File: config.mk
export PLATFORM = sky130hd
export DESIGN_NAME = adder_result_accumulator
export DESIGN_NICKNAME = d
export VERILOG_FILES = /design/src/rtl/adder_result_accumulator_pkg.sv /design/src/rtl/adder_result_accumulator_sample_counter.sv /design/src/rtl/adder_result_accumulator.sv
export SDC_FILE = /design/constraint.sdc
export NUM_CORES = 1
export LEC_CHECK = 0
export CAP_MARGIN = 15
export CORE_UTILIZATION = 54
export CTS_BUF_LIST = sky130_fd_sc_hd__clkbuf_4
export CTS_CLUSTER_DIAMETER = 30
export CTS_CLUSTER_SIZE = 14
export DETAILED_ROUTE_END_ITERATION = 8
export GPL_TIMING_DRIVEN = 1
export HOLD_SLACK_MARGIN = 0.05
export PLACE_DENSITY = 0.86
export SETUP_SLACK_MARGIN = 0.05
export SYNTH_ARGS = -nofsm -noshare
export SYNTH_HDL_FRONTEND = slang
export SYNTH_HIERARCHICAL = 1
export SYNTH_SLANG_ARGS = --single-unit
File: constraint.sdc
create_clock -name clk -period 3.1 [get_ports clk]
set_input_delay 0.465 -clock clk [delete_from_list [all_inputs] [get_ports clk]]
set_output_delay 0.465 -clock clk [all_outputs]
set_load 0.01 [all_outputs]
File: src/rtl/adder_result_accumulator_pkg.sv
// rtl/adder_result_accumulator_pkg.sv - shared FSM encoding and adder result width
package adder_result_accumulator_pkg;

  localparam int SUM_W = 4;
  localparam int RES_W = SUM_W + 1;

  typedef enum logic [1:0] {
    ST_IDLE = 2'd0,
    ST_ACC  = 2'd1,
    ST_DONE = 2'd2
  } state_t;

  // Carry-out is the MSB of the upstream adder's full 5-bit result.
  function automatic logic [RES_W-1:0] adder_result(input logic [SUM_W-1:0] s, input logic c);
    return {c, s};
  endfunction

endpackage

File: src/rtl/adder_result_accumulator_sample_counter.sv
// rtl/adder_result_accumulator_sample_counter.sv - per-run sample counter with terminal flag
module sample_counter #(
  parameter int N_SAMPLES = 8,
  parameter int CNT_W     = $clog2(N_SAMPLES + 1)
) (
  input  logic clk,
  input  logic rst,
  input  logic clear,
  input  logic en,
  output logic terminal
);

  localparam logic [CNT_W-1:0] LAST = CNT_W'(N_SAMPLES - 1);

  logic [CNT_W-1:0] count;

  always_ff @(posedge clk or posedge rst) begin
    if (rst) begin
      count <= '0;
    end else if (clear) begin
      count <= '0;
    end else if (en) begin
      count <= count + CNT_W'(1);
    end
  end

  // Flags the sample whose acceptance completes the run.
  assign terminal = (count == LAST);

endmodule

File: src/rtl/adder_result_accumulator.sv
// rtl/adder_result_accumulator.sv - sums N_SAMPLES 5-bit adder results with sticky wrap flag
module adder_result_accumulator
  import adder_result_accumulator_pkg::*;
#(
  parameter int N_SAMPLES = 8,
  parameter int ACC_W     = 8
) (
  input  logic                 clk,
  input  logic                 rst,
  input  logic                 start,
  input  logic                 in_valid,
  output logic                 in_ready,
  input  logic [SUM_W-1:0]     sum_in,
  input  logic                 cout_in,
  output logic [ACC_W-1:0]     acc_out,
  output logic                 ovf,
  output logic                 out_valid,
  input  logic                 out_ready,
  output logic                 busy
);

  state_t          state;
  state_t          state_nxt;
  logic            run_start;
  logic            accept;
  logic            last;
  logic [ACC_W:0]  acc_sum;
  logic [RES_W-1:0] res;

  assign run_start = (state == ST_IDLE) && start;
  assign accept    = (state == ST_ACC) && in_valid;

  assign in_ready  = (state == ST_ACC);
  assign out_valid = (state == ST_DONE);
  assign busy      = (state != ST_IDLE);

  sample_counter #(
    .N_SAMPLES (N_SAMPLES)
  ) u_sample_counter (
    .clk      (clk),
    .rst      (rst),
    .clear    (run_start),
    .en       (accept),
    .terminal (last)
  );

  always_ff @(posedge clk or posedge rst) begin
    if (rst) begin
      state <= ST_IDLE;
    end else begin
      state <= state_nxt;
    end
  end

  // Start during the DONE handshake is dropped: only IDLE looks at start.
  always_comb begin
    state_nxt = state;
    case (state)
      ST_IDLE: if (start) state_nxt = ST_ACC;
      ST_ACC:  if (accept && last) state_nxt = ST_DONE;
      ST_DONE: if (out_ready) state_nxt = ST_IDLE;
      default: state_nxt = ST_IDLE;
    endcase
  end

  assign res     = adder_result(sum_in, cout_in);
  assign acc_sum = {1'b0, acc_out} + {{(ACC_W + 1 - RES_W){1'b0}}, res};

  always_ff @(posedge clk or posedge rst) begin
    if (rst) begin
      acc_out <= '0;
      ovf     <= 1'b0;
    end else if (run_start) begin
      acc_out <= '0;
      ovf     <= 1'b0;
    end else if (accept) begin
      acc_out <= acc_sum[ACC_W-1:0];
      if (acc_sum[ACC_W]) ovf <= 1'b1;
    end
  end

endmodule

==> reports/results.txt <==
Post-synthesis xor/xnor area fraction = 1.90%
Final hold slack = 367 ps
Top achievable clock speed = 0.477 GHz
Cell Count, Final, Fillers Out = 133
Number of placed instances, taps included = 129
Count of buffers added by post-CTS timing repair for setup = 0
Synthesized-area fraction occupied by adder cells = 10.3%
Crit Reg-Reg Startpoint = acc_out[0]
Vias in the first global route = 774
Number of warnings issued by yosys = 6
Post-CTS Resized = 0
Starting density of the core = 59.7%
Crit-path max cell delay = 460 ps
Setup repair after global routing missed its margin = false
Area share of and/or/nand/nor cells after synthesis = 19.2%
Outcome = completed
Initial antenna violation count = 0
Ratio of cells with drive above 1 in the final layout = 13.7%
Nets = 135
Antenna-violating nets left = 0
Distinct cell type count of the synthesized netlist = 33
Final estimated routing congestion in global placement = 0.806
Core box area = 1540 um^2
Post-CTS Hold Fix Bufs = 0
Pin count of the biggest net entering global routing = 12
Worst-case clock buffer depth = 2
Worst vdd rail ir drop = 0.000559 V
Chip Width = 43.3 um
Period Utilization, post-route = 67.6%
Category of the worst setup path capture point = flop
Sequential-to-total area share from yosys stat = 40.8%
Final Routed Wirelength = 1.88 mm
Commonest cells after routing, fill and taps aside = 21 x sky130_fd_sc_hd__clkdlybuf4s50_1, 15 x sky130_fd_sc_hd__dfrtp_1, 10 x sky130_fd_sc_hd__nand2_1
Remaining routing DRC violations = 0
Maxcap violations = 0
Share of cell area taken by muxes after synthesis = 7.07%
GRT Resource Usage Total = 23.3%
Number of antenna diodes = 0
Clock sink count = 15
Growth of design area from synthesis to finish = 28.0%
Number of H-tree levels = 1
Synth Area in Compound Gates = 16.1%
Worst clock skew on the final layout = 5.93 ps
Count of final hold-check violations = 0
Fraction of registers with async set or reset after synthesis = 100%
Avg Cell Area, Syn = 10.0 um^2
Cell with the largest stage delay on the worst path = sky130_fd_sc_hd__clkdlybuf4s50_1
Worst-margin pin slew = 452 ps
Crit Path Class = input port to flop
Static power due to leakage = 0.566 nW
Required time of the critical path = 3290 ps
Total CTS buffers = 3
Dominant combinational cell family by area after synthesis = simple AND/OR/NAND/NOR gates
Area of the die = 1870 um^2
Fin. max-slew vios = 0
Count of input and output buffers = 21
Die Y = 43.3 um
Number of register bits inferred by synthesis = 15
Slew margin rel. = 69.8%
Final setup violation count = 0
Total negative slack for setup checks = 0 ps
Post-synth EDFFs = 0
Rows = 14
Cell mode on critical path = sky130_fd_sc_hd__a21oi_1
Wire length of the first global-routing pass = 3.27 mm
Clock transition at path regs = 100 ps
HPWL after detailed placement = 1.49 mm
Class of the worst hold path = input port to async pin
Number of vias per cell = 5.50
Via count = 732
Net count after synthesis = 109
Wire length per cell after detailed routing = 14.1 um
Startpoint kind of the worst setup timing path = input port
Cells after Synth = 92
Flip-flop cell with the highest count after synthesis = sky130_fd_sc_hd__dfrtp_1
Startpoint of the worst setup timing path = sum_in[0]
Highest net fanout along the worst path = 3
Most common library cell in the layout ignoring fill and taps = sky130_fd_sc_hd__clkdlybuf4s50_1
Post-layout minimum cycle time = 2100 ps
Source-to-sink clock delay at the later pin of the worst-skew pair = 290 ps
Ports placed on the boundary = 22
Number of DRC markers after the initial detailed-route iteration = 11
Clock root buffer master = sky130_fd_sc_hd__clkbuf_4
Clock tree from TritonCTS = built
Synth Cell Area = 920 um^2
Router iterations before antenna repair = 4
Power density normalized to cell area = 857 nW/um^2
Residual overflow from global routing = 0
Cell chain of the critical path = clkdlybuf4s50_1, ha_1, inv_1, fa_1, nand2b_1, a21oi_1, a21oi_1, a22o_1
Data arrival time of the critical path = 2280 ps
[critical path: cells and delay by family]
family | cells | cell delay, ps
compound gates | 3 | 520
buf+inv | 2 | 510
simple gates | 1 | 190
fa+ha+maj | 2 | 580
[where the power goes]
| group | switching (W) | internal, W |
|---|---|---|
| sequential | 0.0000725 | 0.000274 |
| combinational | 0.000261 | 0.000286 |
| clock | 0.0000674 | 0.0000480 |
[cell type report]
| type | instances | area (um^2) |
|---|---|---|
| Multi-Input combinational cell | 67 | 502 |
| Sequential cell | 15 | 375 |
| Fill cell | 101 | 364 |
| Timing Repair Buffer | 21 | 210 |
| Inverter | 10 | 42.5 |
| Clock buffer | 3 | 22.5 |
| Tap cell | 16 | 20.0 |
| Clock inverter | 1 | 5.00 |
[flip-flops by register name (all words and copies together) (netlist names)]
name / cells
acc_out: 8
ovf: 1
u_sample_counter/count: 4
state: 2
[path summary, 6_finish.rpt]
kind / endpoint / slack [ps] / depth (start not counted)
max reg2reg: acc_out[4] / 1270 / 7
min reg2reg: acc_out[6] / 530 / 1
max in group asynchronous: acc_out[2] / 2290 / 2
min: u_sample_counter/count[2] / 370 / 2
max: acc_out[4] / 1000 / 8
min in group clk: acc_out[6] / 530 / 1
[metal layers]
metal	share of wire [%]	GRT usage, %
met1	44	28.8
met2	50	39.4
met3	4.4	4.26
met4	1.5	9.70
met5	0	0
[synthesized netlist by cell type, drive strengths merged (2+ instances only)]
cell / n / area [um^2]
a21oi: 7 / 35.0
nand4: 2 / 12.5
mux2i: 5 / 50.1
nand2: 12 / 55.1
o211ai: 2 / 20.0
nor2b: 3 / 26.3
a21o: 2 / 15.0
ha: 6 / 75.1
a22o: 3 / 26.3
nor2: 8 / 37.5
nand2b: 2 / 12.5
dfrtp: 15 / 375
o21ai: 4 / 20.0
inv: 9 / 33.8
[metrics by stage]
step	total power [W]	setup WS, ps	cell area (um^2)	util (%)
after detailed placement	0.000897	709	1150	74.6
after CTS	0.00101	1010	1180	76.4
after global placement	0.000869	792	1150	74.6
final	0.00101	1000	1180	76.4
after floorplan	0.000691	1340	920	-
after global routing	0.00109	887	1180	76.4
[kinds of logic after synthesis]
kind of cell,after synthesis
multiplexers,6
AND/OR/NAND/NOR,31
buffers and inverters,10
flip-flops,15
adder cells (fa/ha/maj),7
XOR/XNOR,2
AO/OA/AOI/OAI,21
(Power assumes the default switching activity.)
